`src/rtl/alu_sequencer.sv`:
```
// alu_sequencer: multi-cycle fetch/decode/execute control unit for the 8-bit Harvard core.
//   clk, rst (async, active-high) | run: execute enable, sampled at instruction boundaries
//   imem_addr/imem_data: instruction fetch port | alu_op/alu_in1/alu_in2/alu_result: ALU master port
//   dbg_sel/dbg_data: register-file peek | pc, zero, busy, halted: status
module alu_sequencer #(
  parameter logic [7:0] RESET_PC = 8'h00,
  parameter logic [7:0] OP_ADD   = 8'h01,
  parameter logic [7:0] OP_SUB   = 8'h02,
  parameter logic [7:0] OP_NONE  = 8'h00
) (
  input  logic        clk,
  input  logic        rst,
  input  logic        run,
  output logic [7:0]  imem_addr,
  input  logic [15:0] imem_data,
  output logic [7:0]  alu_op,
  output logic [7:0]  alu_in1,
  output logic [7:0]  alu_in2,
  input  logic [7:0]  alu_result,
  input  logic [1:0]  dbg_sel,
  output logic [7:0]  dbg_data,
  output logic [7:0]  pc,
  output logic        zero,
  output logic        busy,
  output logic        halted
);
  typedef enum logic [2:0] {S_IDLE, S_FETCH, S_DECODE, S_EXEC, S_WB, S_HALT} state_t;
  state_t      r_state, w_state;
  logic [7:0]  r_pc, w_pc, w_pc_inc;
  logic [15:0] r_ir, w_ir;
  logic [7:0]  r_regs [4];
  logic [7:0]  w_regs [4];
  logic        r_zero, w_zero;
  logic [7:0]  r_alu_op, w_alu_op, r_in1, w_in1, r_in2, w_in2;
  logic [3:0]  w_opc;
  logic [1:0]  w_rd, w_rs;
  logic [7:0]  w_imm;
  assign {w_opc, w_rd, w_rs, w_imm} = r_ir;
  assign w_pc_inc  = r_pc + 8'd1;
  assign imem_addr = r_pc;
  assign pc        = r_pc;
  assign zero      = r_zero;
  assign alu_op    = r_alu_op;
  assign alu_in1   = r_in1;
  assign alu_in2   = r_in2;
  assign dbg_data  = r_regs[dbg_sel];
  assign busy      = (r_state != S_IDLE) && (r_state != S_HALT);
  assign halted    = (r_state == S_HALT);
  always_comb begin
    w_state  = r_state;
    w_pc     = r_pc;
    w_ir     = r_ir;
    w_regs   = r_regs;
    w_zero   = r_zero;
    w_alu_op = r_alu_op;
    w_in1    = r_in1;
    w_in2    = r_in2;
    case (r_state)
      S_IDLE:  w_state = run ? S_FETCH : S_IDLE;
      S_FETCH: begin
        w_ir    = imem_data;
        w_state = S_DECODE;
      end
      S_DECODE: begin
        w_state = run ? S_FETCH : S_IDLE;
        case (w_opc)
          4'h1, 4'h2: begin
            // operands latched from pre-instruction regs, so rd==rs reads the old value
            w_alu_op = (w_opc == 4'h1) ? OP_ADD : OP_SUB;
            w_in1    = r_regs[w_rd];
            w_in2    = r_regs[w_rs];
            w_state  = S_EXEC;
          end
          4'h3: begin
            w_regs[w_rd] = w_imm;
            w_zero       = (w_imm == 8'h00);
            w_pc         = w_pc_inc;
          end
          4'h4:    w_pc = w_imm;
          4'h5:    w_pc = r_zero ? w_imm : w_pc_inc;
          4'hF:    w_state = S_HALT;
          default: w_pc = w_pc_inc;
        endcase
      end
      // drop the op after one cycle so the registered ALU holds its result for WB
      S_EXEC: begin
        w_alu_op = OP_NONE;
        w_state  = S_WB;
      end
      S_WB: begin
        w_regs[w_rd] = alu_result;
        w_zero       = (alu_result == 8'h00);
        w_pc         = w_pc_inc;
        w_state      = run ? S_FETCH : S_IDLE;
      end
      S_HALT:  w_state = S_HALT;
      default: w_state = S_IDLE;
    endcase
  end
  always_ff @(posedge clk or posedge rst) begin
    if (rst) begin
      r_state  <= S_IDLE;
      r_pc     <= RESET_PC;
      r_ir     <= '0;
      r_regs   <= '{default: '0};
      r_zero   <= 1'b0;
      r_alu_op <= OP_NONE;
      r_in1    <= '0;
      r_in2    <= '0;
    end else begin
      r_state  <= w_state;
      r_pc     <= w_pc;
      r_ir     <= w_ir;
      r_regs   <= w_regs;
      r_zero   <= w_zero;
      r_alu_op <= w_alu_op;
      r_in1    <= w_in1;
      r_in2    <= w_in2;
    end
  end
endmodule
```
`config.mk`:
```
export PLATFORM = sky130hd
export DESIGN_NAME = alu_sequencer
export DESIGN_NICKNAME = d
export VERILOG_FILES = /design/src/rtl/alu_sequencer.sv
export SDC_FILE = /design/constraint.sdc
export NUM_CORES = 1
export LEC_CHECK = 0
export BUFFER_PORTS_ARGS = -buffer_cell sky130_fd_sc_hd__buf_2
export CAP_MARGIN = 30
export CORE_MARGIN = 8
export CORE_UTILIZATION = 56
export DETAILED_ROUTE_END_ITERATION = 12
export PLACE_DENSITY = 0.8
export SETUP_SLACK_MARGIN = 0.02
export SKIP_LAST_GASP = 1
export SYNTH_ARGS = -nofsm -noshare
export SYNTH_HDL_FRONTEND = slang
export SYNTH_SLANG_ARGS = --single-unit
```
`constraint.sdc`:
```
create_clock -name clk -period 2.8 [get_ports clk]
set_input_delay 0 -clock clk [delete_from_list [all_inputs] [get_ports clk]]
set_output_delay 0 -clock clk [all_outputs]
set_load 0.02 [all_outputs]
```
=== After elaboration in Yosys (flattened, before gate mapping) ===
Index checks and enable logic that the tools add are counted.

* Add/sub/neg operators: 1
* Magnitude comparators: 4
* Equal/unequal tests: 15
* Mux-type cells: 26
* Bitwise logic cells: 3
* Reduce and logical (&&, ||, !) cells: 15

{| class="wikitable"
|+ Operators with widths
! cell !! number
|-
| $mux W8 || 9
|-
| $bwmux W32 || 2
|-
| $pmux W32 S2 || 1
|-
| $bmux W8 S2 || 3
|-
| $mux W32 || 1
|-
| $pmux W8 S2 || 2
|-
| $pmux W8 S3 || 1
|-
| $demux W8 S2 || 1
|-
| $logic_not A8 Y1 || 2
|-
| $pmux W3 S5 || 1
|-
| $ge A3 B3 Y1 const B || 3
|-
| $not A2 Y3 || 3
|-
| $add A8 B1 Y8 const B || 1
|-
| $eq A4 B2 Y1 const B || 2
|-
| $eq A4 B3 Y1 const B || 2
|-
| $reduce_and A2 Y1 || 4
|-
| $eq A3 B2 Y1 const B || 2
|-
| $eq A3 B3 Y1 const B || 2
|-
| $pmux W3 S2 || 1
|-
| $eq A4 B1 Y1 const B || 1
|-
| $eq A4 B4 Y1 const B || 1
|-
| $ne A2 B2 Y1 const B || 2
|-
| $reduce_bool A2 Y1 || 2
|-
| $reduce_or A2 Y1 || 2
|-
| other kinds (11) || 13
|}

* Register bits after elaboration: 84
* Bits of input ports: 29
* Word-level logic and storage cells: 75

=== Logic depth before layout (Yosys ltp) ===
Gate-level depths: netlist of run 1.

* Depth after elaboration: 8
* Mapped depth: 7

=== Least setup slack after synthesis of run 1 ===
Ideal clock, no wire load.

* Path type: register to register
* Start: register r_state[2]
* End: register r_regs[24] in the netlist's numbering
* Library setup time: 125 ps
* Arrival time: 1774 ps
* Slack: 901 ps
* Stages on the path, launching flop included: 7
* Path buffers: 2
* Cell sequence: dfrtp_1 > buf_2 > nor3b_4 > a41oi_4 > or3_1 > buf_6 > mux2_4

* Word-level cells in the longest chain between the ends: 3
* Elaborated cells between the ends (all ways): 6
* Those cells by class: eq/ne: 3; mux: 1; reduce/logical: 2

{| class="wikitable"
|+ RTL lines
! what !! line !! RTL
|-
| start: declaration || 28 || <nowiki>state_t r_state, w_state;</nowiki>
|-
| start signal: assignment || 111 || <nowiki>r_state <= w_state;</nowiki>
|-
| $eq A3 B2 Y1 / $eq A3 B3 Y1 (equally long branches) || 58 || <nowiki>case (r_state)</nowiki>
|-
| $ne A2 B1 Y1 (no line) / $reduce_bool A2 Y1 (equally long branches) || - ||
|-
| $reduce_and A2 Y1 (no line) || - ||
|-
| end signal: assignment || 114 || <nowiki>r_regs <= w_regs;</nowiki>
|-
| end: declaration || 31 || <nowiki>logic [7:0] r_regs [4];</nowiki>
|}

Several ways; a longest one is shown, not always the timed one.
A chain may end at the register's enable or synchronous reset.

=== Worst setup path in the final report of run 1 ===
* Start: register r_state[2]
* End: register r_regs[25] in the netlist's numbering

Same word-level chain as after synthesis.

==> run summary, run 1 <==
Switch Pwr = 0.00248 W
Clock skew = 0.00757 ns
Die X = 104 um
Area fraction of the dominant cell type after synthesis = 44.8%
Crit. End Element = flip-flop
Die area = 10,900 um^2
Slew of the pin with the lowest slew margin = 0.815 ns
Area leader, netlist = dfrtp_1
Post-Syn Area = 4360 um^2
Post-route cell area = 5180 um^2
Worst Path Required = 3.04 ns
P_leak = 2.33 nW
Post-synthesis cell type count = 53
Wire length per cell = 19.5 um
Synth async-reset ratio = 100%
Peak fanout along the critical path = 11
Post-DRT Antenna Nets = 0
Hpwl dp = 7.25 mm
Die Y = 104 um
Setup repair after global routing missed its margin = false
First-pass GRT wire length = 17.0 mm
Final GP Congestion = 0.880
Slowest-stage cell, CP = or3_1
Max Buffers Root-to-Sink = 2
Top cells by area, synth = dfrtp_1, mux2_2, mux4_2
Final setup viols = 0
Largest net degree at the start of global routing = 79
Synth Area per Inst = 12.8 um^2
Post-synthesis compound-gate area fraction = 6.88%
Commonest non-fill, non-tap cell in the layout = dfrtp_1
Total CTS buffers = 9
Iteration-0 DRC Markers = 238
Clk pwr share = 16.4%
Post-synth EDFFs = 0
Post-DP Area = 4700 um^2
CP arrival = 2.50 ns
Final WL = 10.4 mm
Worst min-delay path class = in2reg
Crit-path cells = nor3b_2, buf_4, a41oi_4, or3_1, mux2_4
Internal Pwr Total = 0.00368 W
H-tree depth = 3
Synth Instances = 341
Ant. Diodes = 0
CP max stage delay = 0.58 ns
Synth Register Bits = 78
Main combinational cell family by area after synthesis = multiplexers
Layout Nets = 453
Initial Util = 57.0%
Port bufs = 73
Drt pass-1 iters = 4
Vias in the first global route = 3,216
Post-route minimum period = 2.26 ns
Ys flop type = dfrtp_1
Part of the power in registers = 39.3%
CTS tree = done
WS Path Type = reg2reg
Post-synthesis mux area share = 30.6%
Clk pin slew, worst setup/hold paths = 0.08 ns
Total core area = 7650 um^2
Peak VDD IR = 0.633 mV
Slew headroom = 45.5%
Synth Area in XOR/XNOR = 0.201%
Global-route usage over all layers = 19.7%
Post-Synth Simple-Gate Area = 11.9%
Clk_lat worst skew = 0.36 ns
Layout Area Growth over Synthesis = 18.7%
Worst setup SP type = flip-flop
Via count = 3,153
Fmax achieved = 443 MHz
Commonest cells after routing, fill and taps aside = dfrtp_1, buf_2, mux2_2
Register area share after synthesis = 44.8%
Postcts setup bufs = 0
I/O pin count = 80
Synth Warn # = 0
Initial antenna violation count = 0
Final setup TNS = 0 ns
Grt ovf = 0
Root buf cell = clkbuf_8
Sw frac = 40.3%
Final Cycle Share = 80.6%
Outcome = finished, final reports clean
Fin. max-slew vios = 0
Rows = 32
Total of max-cap violations = 0
Via density = 5.95
Post-synthesis adder-cell area fraction = 0.287%
Proportion of layout cells with a drive suffix above 1 = 45.6%
R2R Setup Slk = 0.54 ns
Comb power frac = 44.3%
CTS Sinks = 78
Pwr dens = 1190 nW/um^2
Remaining DRCs = 0
Endpoints failing hold = 0
-- Yosys cell counts (all sizes together), types with 3 or more instances --
library cell / instances
nor3b: 5
mux2: 66
a31oi: 3
inv: 6
nand2: 34
clkbuf: 6
nor2: 9
dfrtp: 78
nor3: 3
a22oi: 6
nand2b: 3
nor2b: 6
mux4: 24
nand4: 3
buf: 28
o21ai: 9
o22a: 4
nand3: 8
nor4: 5
or3: 5
-- path summary, 6_finish.rpt --
path / startpoint / cells past startpoint / to
max: r_state[2] / 5 / r_regs[25]
min: alu_result[3] / 4 / r_regs[27]
max reg2reg: r_state[2] / 5 / r_regs[25]
min reg2reg: alu_in2[0] / 1 / alu_in2[0]
max in group asynchronous: rst / 5 / r_regs[9]
min in group asynchronous: rst / 4 / alu_in2[4]
-- routing by layer --
metal	track usage [%]	vias to the layer above	wire length (um)
met5	0	-	0
met4	7.65	0	156
met3	6.38	18	713
met2	31.3	118	5250
met1	24.3	1592	4230
li1	-	1425	-
-- state kept, by name, summed over array words and instances (netlist names) --
name       cells
alu_op         2
zero           1
imem_addr      8
alu_in1        8
alu_in2        8
r_regs        32
r_ir          16
r_state        3
-- final cells by class --
cell class / instances / area [um^2]
fill: 567 / 2470
inverter: 6 / 22.5
clock buffer: 10 / 128
clock inverter: 6 / 110
sequential: 78 / 1950
tap: 102 / 128
timing repair buffer: 100 / 641
multi-input combinational: 228 / 2200
-- critical path: cells and delay by family, from the launching register on --
kind            cells  cell delay [ns]
mux                 1             0.37
simple gates        2             0.91
buf+inv             1             0.24
flops               1             0.54
compound gates      1             0.07
-- per-stage QoR --
step           setup WS, ns  total power (W)  cells  util, %  hold WS, ns
3_5_place_dp          0.585          0.00514    492     61.5        0.234
5_1_grt               0.407          0.00655    530     67.7       0.0967
6_report              0.543          0.00616    530     67.7        0.107
4_1_cts               0.568          0.00618    529     67.3       0.0876
2_1_floorplan         0.805          0.00441    346        -        0.152
3_3_place_gp          0.680          0.00499    492     61.5        0.231
-- timing repair --
item                                    CTS  global route
resized for setup                         0             0
endpoints found under the setup margin    0             0
hold buffers                             21             0
endpoints found under the hold margin    96             0
-- cell families after synthesis --
family | Yosys count
AO/OA/AOI/OAI | 37
XOR/XNOR | 1
adder cells (fa/ha/maj) | 1
buffers and inverters | 40
flip-flops | 78
multiplexers | 92
other | 1
AND/OR/NAND/NOR | 91
-- power groups by stage --
stage | clock, W | sequential [W] | combinational, W
after floorplan | 0 | 0.00221 | 0.00220
after global placement | 0 | 0.00236 | 0.00263
after detailed placement | 0 | 0.00242 | 0.00272
after CTS | 0.00103 | 0.00241 | 0.00275
after global routing | 0.00107 | 0.00253 | 0.00295
final | 0.00101 | 0.00242 | 0.00273
Power figures use the tool's default switching activity.
==> run 2: changes to the inputs <==
--- a/config.mk
+++ b/config.mk
@@ -8,9 +8,9 @@
 export BUFFER_PORTS_ARGS = -buffer_cell sky130_fd_sc_hd__buf_2
 export CAP_MARGIN = 30
 export CORE_MARGIN = 8
-export CORE_UTILIZATION = 56
+export CORE_UTILIZATION = 51
 export DETAILED_ROUTE_END_ITERATION = 12
-export PLACE_DENSITY = 0.8
+export PLACE_DENSITY = 0.77
 export SETUP_SLACK_MARGIN = 0.02
 export SKIP_LAST_GASP = 1
 export SYNTH_ARGS = -nofsm -noshare
==> constraint.sdc (replaced) <==
create_clock -name clk -period 1.8 [get_ports clk]
set_input_delay 0 -clock clk [delete_from_list [all_inputs] [get_ports clk]]
set_output_delay 0 -clock clk [all_outputs]
set_load 0.02 [all_outputs]
==> run 2 against run 1 <==
The flow now finishes with violations (negative setup slack). Register-to-register slack got worse by 0.61 ns. Total power rose by 63%. Count of clock-buffer cells in the layout unchanged. Critical endpoint is now r_regs[21]. Largest power group unchanged. Critical path depth grew 1. Clock skew up 0.0032 ns. Design area increased by 6.8%. Sequential share of layout area shrank 2.4 points. Flip-flop and latch count unchanged. Global-route usage down 0.40 points. Wire length increased by 5.6%. Sequential power rose by 44%. Utilization decreased by 0.75 points. Largest cell class unchanged.
==> run summary, run 2 (same netlist as run 1, synthesis figures left out) <==
Outcome = finished, violations left
Failing checks = negative setup slack
Overall Power = 0.0100 W
Final Cycle Share = 104%
Layout Nets = 485
CTS tree = done
H-tree depth = 3
Clk pin slew, worst setup/hold paths = 0.09 ns
Total CTS buffers = 9
Largest reg by FF count = r_regs
Max Buffers Root-to-Sink = 2
CTS Sinks = 78
Crit. End Element = flip-flop
Fin. max-slew vios = 0
Post-DRT Antenna Nets = 0
Root buf cell = clkbuf_8
Remaining DRCs = 0
Final cell count without fillers = 565
First-pass GRT wire length = 17.6 mm
Iteration-0 DRC Markers = 230
Via count = 3,339
Top Registers = r_regs x32, r_ir x16
Grt ovf = 0
Total of max-cap violations = 0
Peak VDD IR = 0.919 mV
Initial Util = 52.8%
Max FFs per register = 32
WS Path Type = reg2reg
Placed insts = 526
I/O pin count = 80
Clk_lat worst skew = 0.36 ns
Post-route minimum period = 1.87 ns
Clock skew = 0.0107 ns
Proportion of layout cells with a drive suffix above 1 = 50.7%
Min Hold Slack = 0.137 ns
P_leak = 2.52 nW
Layout Area Growth over Synthesis = 26.8%
Largest net degree at the start of global routing = 79
Final core occ = 67.0%
Via density = 5.91
Global-route usage over all layers = 19.3%
CP arrival = 2.12 ns
Post-DP Area = 5030 um^2
Ant. Diodes = 0
Drt pass-1 iters = 5
Die X = 108 um
Pwr dens = 1810 nW/um^2
Worst min-delay path class = in2reg
Setup repair after global routing missed its margin = true
Die Y = 108 um
Final WL = 10.9 mm
Peak fanout along the critical path = 4
Vias in the first global route = 3,341
Post-layout worst setup margin = -0.0702 ns
Die area = 11,800 um^2
Initial antenna violation count = 0
Total core area = 8260 um^2
Post-route cell area = 5530 um^2
Worst setup SP type = flip-flop
Commonest cells after routing, fill and taps aside = dfrtp_1, buf_2, mux2_2
Commonest non-fill, non-tap cell in the layout = dfrtp_1
Rows = 33
Hpwl dp = 7.67 mm
Wire length per cell = 19.4 um
Endpoints failing hold = 0
Port bufs = 73
Fmax achieved = 535 MHz
Final GP Congestion = 0.871
Worst Path Required = 2.05 ns
Final setup viols = 34
-- run 2: critical path: stages, from the launching register on --
cell and delay [ns]:
dfrtp_1 0.43, nor3b_4 0.28, a41oi_4 0.17, buf_12 0.16
nor3b_4 0.22, buf_4 0.17, mux2_2 0.33
-- run 2: routing by layer --
layer / global-route usage [%] / up-vias / share of wire, %
met2: 31.2 / 131 / 50
met3: 5.12 / 23 / 7.0
li1: - / 1494 / -
met5: 0 / - / 0
met4: 6.45 / 0 / 2.3
met1: 24.6 / 1691 / 41
-- run 2: path summary, 6_finish.rpt --
check | from | end | slack [ns] | depth (start not counted)
max in group asynchronous | rst | imem_addr[3] | 1.17 | 4
max | r_state[1] | r_regs[21] | -0.07 | 6
min in group asynchronous | rst | alu_in2[7] | 0.30 | 4
max reg2reg | r_state[1] | r_regs[21] | -0.07 | 6
min reg2reg | alu_in1[3] | alu_in1[3] | 0.50 | 1
min | alu_result[0] | r_regs[24] | 0.14 | 4
-- run 2: area by class of cell --
type	count	area, um^2
fillers	637	2730
clock inverters	6	70.1
inverters	6	26.3
well taps	105	131
repair buffers	132	948
multi-input cells	228	2270
clock buffers	10	128
flip-flops and latches	78	1950
-- run 2: where the power goes --
group          switching, W  internal (W)
Sequential         0.000928       0.00255
Clock              0.000689      0.000650
Combinational       0.00244       0.00277
Total               0.00405       0.00597
-- run 2: repair_timing --
action / CTS / global route
gates cloned: 0 / 0
endpoints found under the setup margin: 38 / 40
buffers inserted: 0 / 1
pin swaps: 1 / 1
endpoints found under the hold margin: 96 / 0
resized for setup: 10 / 5
hold buffers: 22 / 0
-- run 2: metrics by stage --
step / setup TNS [ns] / setup WS [ns]
floorplan: -1.41 / -0.0790
global placement: -0.00153 / -0.00153
detailed placement: -0.605 / -0.0624
CTS: -0.410 / -0.0442
global route: -2.88 / -0.112
finish: -1.28 / -0.0702
